===== src/rtl/shifter_sll_iter.sv =====
// Multi-cycle logical left shifter: resolves one log2 stage of the shift amount per clock,
// with valid/ready handshakes on both the request and result sides.
module shifter_sll_iter #(
    parameter int unsigned N = 32,
    parameter int unsigned S = 5
) (
    input  logic         clk,
    input  logic         rst,
    input  logic         i_valid,
    output logic         i_ready,
    input  logic [N-1:0] a,
    input  logic [S-1:0] s,
    output logic         o_valid,
    input  logic         o_ready,
    output logic [N-1:0] y,
    output logic         busy
);

    localparam int unsigned KW = $clog2(S + 1);

    typedef enum logic [1:0] {
        StIdle  = 2'd0,
        StShift = 2'd1,
        StDone  = 2'd2
    } state_e;

    state_e        r_state, w_state_next;
    logic [N-1:0]  r_acc, w_acc_next;
    logic [N-1:0]  r_y, w_y_next;
    logic [S-1:0]  r_sh, w_sh_next;
    logic [KW-1:0] r_k, w_k_next;
    logic [S-1:0]  w_amt;
    logic [N-1:0]  w_stage;

    // Stage k shifts by 2**k when bit k of the captured amount is set.
    always_comb begin
        w_amt   = S'(1) << r_k;
        w_stage = r_sh[r_k] ? (r_acc << w_amt) : r_acc;
    end

    always_comb begin
        w_state_next = r_state;
        w_acc_next   = r_acc;
        w_sh_next    = r_sh;
        w_k_next     = r_k;
        w_y_next     = r_y;
        case (r_state)
            StIdle: begin
                if (i_valid) begin
                    w_acc_next   = a;
                    w_sh_next    = s;
                    w_k_next     = '0;
                    w_state_next = StShift;
                end
            end
            StShift: begin
                w_acc_next = w_stage;
                w_k_next   = r_k + KW'(1);
                if (r_k == KW'(S - 1)) begin
                    w_y_next     = w_stage;
                    w_state_next = StDone;
                end
            end
            StDone: begin
                if (o_ready) begin
                    w_state_next = StIdle;
                end
            end
            default: w_state_next = StIdle;
        endcase
    end

    always_ff @(posedge clk) begin
        if (rst) begin
            r_state <= StIdle;
            r_acc   <= '0;
            r_sh    <= '0;
            r_k     <= '0;
            r_y     <= '0;
        end else begin
            r_state <= w_state_next;
            r_acc   <= w_acc_next;
            r_sh    <= w_sh_next;
            r_k     <= w_k_next;
            r_y     <= w_y_next;
        end
    end

    // y is a separate register so it stays stable while the next operand is being shifted.
    assign i_ready = (r_state == StIdle);
    assign o_valid = (r_state == StDone);
    assign busy    = (r_state != StIdle);
    assign y       = r_y;

endmodule


===== config.mk =====
export PLATFORM = sky130hd
export DESIGN_NAME = shifter_sll_iter
export DESIGN_NICKNAME = d
export VERILOG_FILES = /design/src/rtl/shifter_sll_iter.sv
export SDC_FILE = /design/constraint.sdc
export NUM_CORES = 1
export LEC_CHECK = 0
export ABC_AREA = 0
export CAP_MARGIN = 20
export CORE_MARGIN = 2
export CORE_UTILIZATION = 55
export DETAILED_ROUTE_END_ITERATION = 8
export PLACE_DENSITY = 0.79
export REMOVE_ABC_BUFFERS = 1
export SYNTH_ARGS = -nofsm -noshare
export SYNTH_HDL_FRONTEND = slang
export SYNTH_SLANG_ARGS = --single-unit

===== constraint.sdc =====
create_clock -name clk -period 4.6 [get_ports clk]
set_clock_uncertainty 0.05 [all_clocks]
set_input_delay 0.69 -clock clk [delete_from_list [all_inputs] [get_ports clk]]
set_output_delay 0.69 -clock clk [all_outputs]
set_load 0.01 [all_outputs]

==> results.toml, run 1 <==
[outcome]
status = "finished clean"

[power_and_ir_drop]
ir_worst_vdd_mv = 0.189
leakagePower_nw = 2.21
cellPowerDensity_nw_per_um2 = 289
finalPower_mw = 1.84

[detailed_routing]
met2_wirelength_um = 9180
top_layer = "met4"
vias_per_cell = 7.28
wl_met1_um = 8300
via_count = 6065
wl_per_cell_um = 25.5
drc = 0
ant_nets = 0
routed_wl_um = 21200
met3_length_um = 2690
firstDrtPassIters = 6
drt_iter0_drc = 929

[die]
dieArea_um2 = 10600
dieHeight_um = 103
start_util = 0.559
chipWidth_um = 103
fp-row-count = 36
ios = 76
coreArea_um2 = 9640

[cts]
ctsLongestPathBuffers = 2
cts_tree = "built"
clk_latency_ns = 0.38
cts_sinks = 74
cts_made_buffers = 9
htreeDepth = 3
root_buffer = "clkbuf_8"
post_cts_resized = 0
cts_setup_buffers = 0
clkTransAtPathRegs_ns = 0.09
holdBufCountCts = 0

[hold_path]
hp-start = "y[9]"
hold_path_depth = 2
hold_path_class = "reg -> reg"
worstHoldEndpoint = "y[9]"

[final_layout]
diodes = 0
area_growth_pct = 18.5
final_area_um2 = 6380
final_nets = 741
stdcell_count = 833
final_layout_size_suffix_gt1_frac = 0.140

[setup_path]
critPathKind = "reg -> reg"
reg2reg_from = "r_k[0]"
critical_path.max_fanout = 23
reg2reg_depth = 6
crit_path_end_kind = "register"
arrival_ns = 3.46
r2r_end = "y[27]"
worstSetupStartpointType = "register"
crit_required_ns = 4.79
reg2reg_slack_ns = 1.33

[placed_design]
place_hpwl_um = 14900
placedCellCount = 817
io_buffers = 75
post_dp_cell_area_um2 = 6150
gp_congestion = 1.06

[synthesis]
ys_async_sr_fraction = 0
synth-main-ff-cell = "dfxtp_1"
ys_seq_elements = 74
netlist_area_um2 = 5390
synth.distinct_cells = 72
yosysTopAreaCell = "dfxtp_1"
seq_area_frac_synth = 0.275
ys_warn_count = 0
synthTopCellsByArea = "dfxtp_1 28%, mux4_2 5.0%, mux2_2 4.8%, nor2_1 4.7%, a22oi_1 4.5%"
synth_top_cell_area_share = 0.275
synth_edf_count = 0
avgSynthCellArea_um2 = 8.25
syn_inst = 653

[sta]
rsz0062_at_grt = "false"
final.setup.tns_ns = 0
slew_headroom = 0.388
timing.fmax_mhz = 306
fin_crit_sh = 0.711
worst_slew_pin_slew_ns = 0.918
finalMaxSlewViolations = 0
hold_viol = 0
finalCriticalPeriod_ns = 3.27
setup_viol = 0

[grt]
grt_pass1_wl_um = 32100
antenna_found_initial = 0
grt-ovfl-total = 0
grt_pass1_vias = 5513
track_usage = 0.405
grt_max_degree = 77

[flow_run]
max-cap-violations = 0
[cell usage in the layout (no fill, tap or decap), drive strengths merged, types with 3 or more instances in the layout]
cell type       n
clkdlybuf4s50  74
mux2i          13
and3b           4
nand3          12
nor3           32
nand2b          7
a221oi         15
o21ai          15
mux2           23
nand3b          6
or2             3
dfxtp          74
a22oi          33
a2111oi        11
a221o           3
nor2b           5
a211oi         22
a21oi          44
a22o            9
mux4           12
and3            3
nor3b           7
o31ai           7
o22a            4
a31oi           6
o211ai          6
inv             8
nor4            7
nor2           67
o21bai          4
buf            28
ha              5
o22ai          28
clkinv          3
a21o            6
o221ai          5
nand2          38
clkbuf         12
or3b            3
[state kept, by name, indices dropped and copies added, names as in the netlist]
| name | cells |
|---|---|
| r_acc | 32 |
| r_k | 3 |
| r_state | 2 |
| y | 32 |
| r_sh | 5 |
[where the power goes]
group	internal [mW]	switching, mW
clock	0.336	0.273
sequential	0.664	0.0535
combinational	0.215	0.300
total	1.21	0.627
[worst max-delay path by stage]
stage               startpoint        end  slack (ns)  cells past startpoint
floorplan              i_valid  r_acc[24]       -0.11                      5
global placement        r_k[0]      y[27]        1.46                      6
detailed placement      r_k[0]      y[27]        1.42                      6
CTS                     r_k[0]      y[27]        1.41                      6
global route            r_k[0]  r_acc[30]        1.15                      6
finish                  r_k[0]      y[27]        1.33                      6
[synth_stat cells (all sizes together) (6+ instances only)]
| cell | n |
|---|---|
| nand2 | 38 |
| o21ai | 15 |
| o31ai | 7 |
| a211oi | 22 |
| mux4 | 12 |
| dfxtp | 74 |
| buf | 38 |
| nand3b | 6 |
| a22o | 9 |
| nand3 | 12 |
| nor3b | 7 |
| nor3 | 32 |
| a221oi | 15 |
| a21o | 6 |
| nand2b | 7 |
| mux2 | 23 |
| o211ai | 6 |
| a2111oi | 11 |
| o22ai | 28 |
| a21oi | 44 |
| nor4 | 7 |
| clkbuf | 33 |
| nor2 | 67 |
| mux2i | 13 |
| a31oi | 6 |
| inv | 8 |
| a22oi | 33 |
[final cells by class]
cell class                 instances  area (µm²)
inverter                           9        33.8
timing repair buffer             102         948
clock inverter                     4        73.8
tap                              133         166
sequential                        74        1480
clock buffer                      12         155
fill                             874        3260
multi-input combinational        499        3520
[through the flow]
| step | utilization | hold slack (ns) | setup slack [ns] |
|---|---|---|---|
| 2_1_floorplan | - | 0.377 | -0.106 |
| 3_3_place_gp | 0.638 | 0.388 | 1.46 |
| 3_5_place_dp | 0.638 | 0.395 | 1.42 |
| 4_1_cts | 0.662 | 0.407 | 1.41 |
| 5_1_grt | 0.662 | 0.440 | 1.15 |
| 6_report | 0.662 | 0.405 | 1.33 |
[critical path, cell delays in order (launching register included)]
cell       delay [ns]
dfxtp_1          0.47
ha_1             0.81
or3b_1           0.71
nor2_1           0.25
nor3_1           0.11
a2111oi_0        0.62
nor3_1           0.10
[routing by layer]
metal	up-vias	GRT usage
met5	-	0
met4	0	0.199
met3	99	0.101
met2	508	0.594
met1	2835	0.555
li1	2623	-
[logic make-up after synthesis]
logic type      Yosys count  share of synthesized area
compound gates          243                      0.329
simple gates            203                      0.189
buf+inv                  80                     0.0727
flops                    74                      0.275
mux                      48                      0.122
fa+ha+maj                 5                     0.0116
No activity file was read; power rests on OpenSTA's default activity.
==> run 2, diff against run 1 <==
==> constraint.sdc (replaced) <==
create_clock -name clk -period 3.06 [get_ports clk]
set_clock_uncertainty 0.05 [all_clocks]
set_input_delay 0.459 -clock clk [delete_from_list [all_inputs] [get_ports clk]]
set_output_delay 0.459 -clock clk [all_outputs]
set_load 0.01 [all_outputs]
==> run 2 against run 1 <==
Wire length rose by 0.77%; via count rose by 0.43%; fmax rose by 14%; total power rose by 48%; count of clock-buffer cells in the layout fell by 1; non-clock buffer count rose by 29; sequential share of layout area fell by 0.72 points.
==> results.toml, run 2 (synthesis results as in run 1) <==
[outcome]
status = "finished clean"

[sta]
rsz0062_at_grt = "false"
worst_slew_pin_slew_ns = 0.938
timing.fmax_mhz = 350
hold_viol = 0
final.setup.tns_ns = 0
finalMaxSlewViolations = 0
finalCriticalPeriod_ns = 2.86
setup_viol = 0
fin_crit_sh = 0.934
slew_headroom = 0.372

[detailed_routing]
drc = 0
via_count = 6091
routed_wl_um = 21400
firstDrtPassIters = 5
vias_per_cell = 7.07
drt_iter0_drc = 754
wl_per_cell_um = 24.8
ant_nets = 0

[cts]
cts_tree = "built"
holdBufCountCts = 0
cts_setup_buffers = 0
cts_made_buffers = 9
clkTransAtPathRegs_ns = 0.09
htreeDepth = 3
cts_sinks = 74
root_buffer = "clkbuf_8"
clk_latency_ns = 0.39
post_cts_resized = 0
ctsLongestPathBuffers = 2

[die]
ios = 76
dieArea_um2 = 10600
coreArea_um2 = 9640
dieHeight_um = 103
fp-row-count = 36
start_util = 0.559
chipWidth_um = 103

[final_layout]
stdcell_count = 862
diodes = 0
final_layout_size_suffix_gt1_frac = 0.174
final_cell_mix = "74 x clkdlybuf4s50_1, 74 x dfxtp_1, 66 x nor2_1, 55 x buf_4, 43 x a21oi_1"
final_area_um2 = 6590
final_nets = 770
area_growth_pct = 22.3

[setup_path]
crit_path_end_kind = "register"
reg2reg_from = "r_k[1]"
crit_buf_inv = 3
crit_required_ns = 3.29
slowest_delay_ns = 0.47
r2r_end = "y[5]"
reg2reg_depth = 9
crit_chain = "inv_1 -> ha_1 -> buf_4 -> or3_1 -> nand2_1 -> a221o_1 -> a22oi_1 -> buf_4 -> a211oi_1"
reg2reg_slack_ns = 0.20
arrival_ns = 3.09
startpoint = "r_k[1]"
worstSetupStartpointType = "register"
cp.depth = 9
cp-endpoint = "y[5]"
cpMostUsedCell = "buf_4"
slowest_stage = "or3_1"
critical_path.max_fanout = 8
crit_family = "compound AO/OA/AOI/OAI gates"
critPathKind = "reg -> reg"

[power_and_ir_drop]
cellPowerDensity_nw_per_um2 = 413
ir_worst_vdd_mv = 0.457
finalPower_mw = 2.72
leakagePower_nw = 2.33

[placed_design]
post_dp_cell_area_um2 = 6380
place_hpwl_um = 15300
placedCellCount = 846
gp_congestion = 1.10
io_buffers = 75

[flow_run]
max-cap-violations = 0

[grt]
grt_pass1_vias = 5705
grt_pass1_wl_um = 32500
grt_max_degree = 77
track_usage = 0.414
grt-ovfl-total = 0
antenna_found_initial = 0

[hold_path]
hp-start = "y[10]"
hold_path_class = "reg -> reg"
==> run 2: per-stage QoR <==
stage / setup slack, ns / util / hold WS, ns
2_1_floorplan: -1.42 / - / 0.377
3_3_place_gp: 0.367 / 0.662 / 0.388
3_5_place_dp: 0.310 / 0.662 / 0.400
4_1_cts: 0.287 / 0.683 / 0.411
5_1_grt: 0.0973 / 0.683 / 0.425
6_report: 0.203 / 0.683 / 0.409
==> run 2: layout make-up <==
type                            count  area, µm²
Sequential cell                    74       1480
Inverter                            9       33.8
Clock inverter                      5       62.6
Tap cell                          133        166
Fill cell                         835       3050
Timing Repair Buffer              131       1180
Clock buffer                       11        141
Multi-Input combinational cell    499       3520
==> run 2: per-layer routing <==
layer | GRT usage | share of wire | routed length (µm)
met1 | 0.527 | 0.38 | 8170
met5 | 0 | 0 | 0
met3 | 0.148 | 0.13 | 2700
met2 | 0.605 | 0.44 | 9370
met4 | 0.235 | 0.055 | 1170
==> run 2: worst reg2reg max path, stage by stage, from the launching register on <==
cell      delay, ns
dfxtp_1        0.45
inv_1          0.11
ha_1           0.25
buf_4          0.19
or3_1          0.47
nand2_1        0.27
a221o_1        0.40
a22oi_1        0.16
buf_4          0.17
a211oi_1       0.24
==> run 2: worst min-delay path by stage <==
| stage | to | slack [ns] | cells past startpoint |
|---|---|---|---|
| after detailed placement | y[10] | 0.40 | 2 |
| after global placement | y[14] | 0.39 | 2 |
| after CTS | y[10] | 0.41 | 2 |
| after floorplan | r_sh[2] | 0.38 | 2 |
| after global routing | y[11] | 0.43 | 2 |
| final | y[10] | 0.41 | 2 |
==> run 2: power breakdown <==
part           switching [mW]  internal, mW
sequential             0.0790         0.998
combinational           0.460         0.361
clock                   0.419         0.403
total                   0.958          1.76
==> run 3, diff against run 2 <==
--- a/config.mk
+++ b/config.mk
@@ -6,10 +6,13 @@
 export NUM_CORES = 1
 export LEC_CHECK = 0
 export ABC_AREA = 0
-export CAP_MARGIN = 20
+export CAP_MARGIN = 40
+export CELL_PAD_IN_SITES_DETAIL_PLACEMENT = 1
+export CELL_PAD_IN_SITES_GLOBAL_PLACEMENT = 2
 export CORE_MARGIN = 2
-export CORE_UTILIZATION = 55
+export CORE_UTILIZATION = 38
 export DETAILED_ROUTE_END_ITERATION = 8
+export DONT_BUFFER_PORTS = 1
 export PLACE_DENSITY = 0.79
 export REMOVE_ABC_BUFFERS = 1
 export SYNTH_ARGS = -nofsm -noshare
==> run 3 against run 2 <==
First-iteration DRC count down 28%; sequential cell count is the same; wire length increased by 12%; setup slack got worse by 0.053 ns; critical path depth unchanged.
==> results.toml, run 3 (synthesis results as in run 1) <==
[grt]
grt_pass1_vias = 5862
grt_max_degree = 78
grt_pass1_wl_um = 36400
grt-ovfl-total = 0
antenna_found_initial = 0
track_usage = 0.327

[sta]
final.setup.tns_ns = 0
slew_headroom = 0.495
setup_ws_ns = 0.151
timing.fmax_mhz = 344
finalMaxSlewViolations = 0
finalCriticalPeriod_ns = 2.91
hold_viol = 0
worst_slew_pin_slew_ns = 0.749
rsz0062_at_grt = "false"
fin_crit_sh = 0.951
fin_hold_ws_ns = 0.123
setup_viol = 0

[placed_design]
place_hpwl_um = 17300
io_buffers = 0
place_ws_ns = 0.177
gp_congestion = 0.977

[cts]
cts_tree = "built"
root_buffer = "clkbuf_16"
holdBufCountCts = 0
htreeDepth = 3
cts_made_buffers = 9
clkTransAtPathRegs_ns = 0.06
cts_sinks = 74
clk_latency_ns = 0.35
ctsLongestPathBuffers = 2

[final_layout]
final_cell_mix = "73 x dfxtp_1, 65 x nor2_1, 43 x a21oi_1, 42 x buf_4, 38 x nand2_1"
fin_util = 0.430
final_nets = 684
fillers = 1662
final_layout_size_suffix_gt1_frac = 0.184
area_growth_pct = 10.8
diodes = 0
multiInputGateArea_um2 = 3540
seq_area_um2 = 1480
final_common_cell = "dfxtp_1"

[outcome]
status = "finished clean"

[die]
dieHeight_um = 123
chipWidth_um = 123
dieArea_um2 = 15100
coreArea_um2 = 13900
ios = 76
start_util = 0.388
fp-row-count = 43

[detailed_routing]
routed_wl_um = 24000
via_count = 5632
drc = 0
top_layer = "met4"
drt_iter0_drc = 545
wl_met1_um = 10500
met2_wirelength_um = 11200
wl_per_cell_um = 29.1
vias_per_cell = 6.85
ant_nets = 0
firstDrtPassIters = 5
met3_length_um = 1330

[setup_path]
crit_buf_inv = 3
slowest_stage = "a2111oi_0"
crit_family = "compound AO/OA/AOI/OAI gates"
arrival_ns = 3.08
critical_path.max_fanout = 19
crit_required_ns = 3.23
slowest_delay_ns = 0.49
critPathKind = "reg -> reg"
crit_path_end_kind = "register"
crit_chain = "inv_1 -> ha_1 -> buf_12 -> or3_1 -> buf_4 -> a21oi_1 -> nor3_1 -> a2111oi_0 -> a211oi_1"
worstSetupStartpointType = "register"

[power_and_ir_drop]
leakagePower_nw = 2.07
ir_worst_vdd_mv = 0.238
cellPowerDensity_nw_per_um2 = 502

[hold_path]
hold_path_class = "in -> reg"

[flow_run]
max-cap-violations = 0
## run 3: changes by cell type in the layout (fill, tap and decap cells not counted), moves of 2 or more
cell / delta
clkbuf_8: -10
clkbuf_16: +9
clkinv_2: +2
clkdlybuf4s50_1: -74
buf_4: -13
clkinvlp_4: -2
## run 3: repair_timing
action / CTS / global route
gates resized for setup: 0 / 5
setup buffers: 0 / 0
endpoints found under the setup margin: 0 / 4
## run 3: worst reg2reg max path, stage by stage, from the launching register on
cell	delay, ns
dfxtp_1	0.44
inv_1	0.10
ha_1	0.31
buf_12	0.21
or3_1	0.45
buf_4	0.22
a21oi_1	0.24
nor3_1	0.13
a2111oi_0	0.49
a211oi_1	0.14
## run 3: report_power, final
group	internal, mW	switching (mW)
Sequential	0.999	0.0876
Combinational	0.310	0.436
Clock	0.710	0.451
## run 3: cell type report
class / count / share of cell area
clock inverters: 5 / 0.0132
well taps: 180 / 0.0378
flip-flops and latches: 74 / 0.249
multi-input cells: 499 / 0.594
clock buffers: 10 / 0.0384
repair buffers: 45 / 0.0621
inverters: 9 / 0.00566
## run 3: per-stage QoR
stage | instance area (µm²) | instances | total power [mW]
floorplan | 5030 | 582 | 1.54
global placement | 5630 | 806 | 1.82
detailed placement | 5640 | 807 | 1.83
CTS | 5950 | 822 | 2.99
global route | 5960 | 822 | 3.12
finish | 5960 | 822 | 2.99
## run 3: final timing paths
kind,end,start,cells after the start,slack [ns]
hold reg to reg,r_sh[0],r_sh[0],2,0.41
hold / removal,y[5],rst,1,0.12
setup / recovery,r_acc[30],r_k[1],9,0.15
setup reg to reg,r_acc[30],r_k[1],9,0.15
## run 3: metal layers
metal / up-vias / GRT usage
met5: - / 0
met4: 0 / 0.153
met3: 54 / 0.0517
met2: 221 / 0.525
met1: 2857 / 0.431
li1: 2500 / -
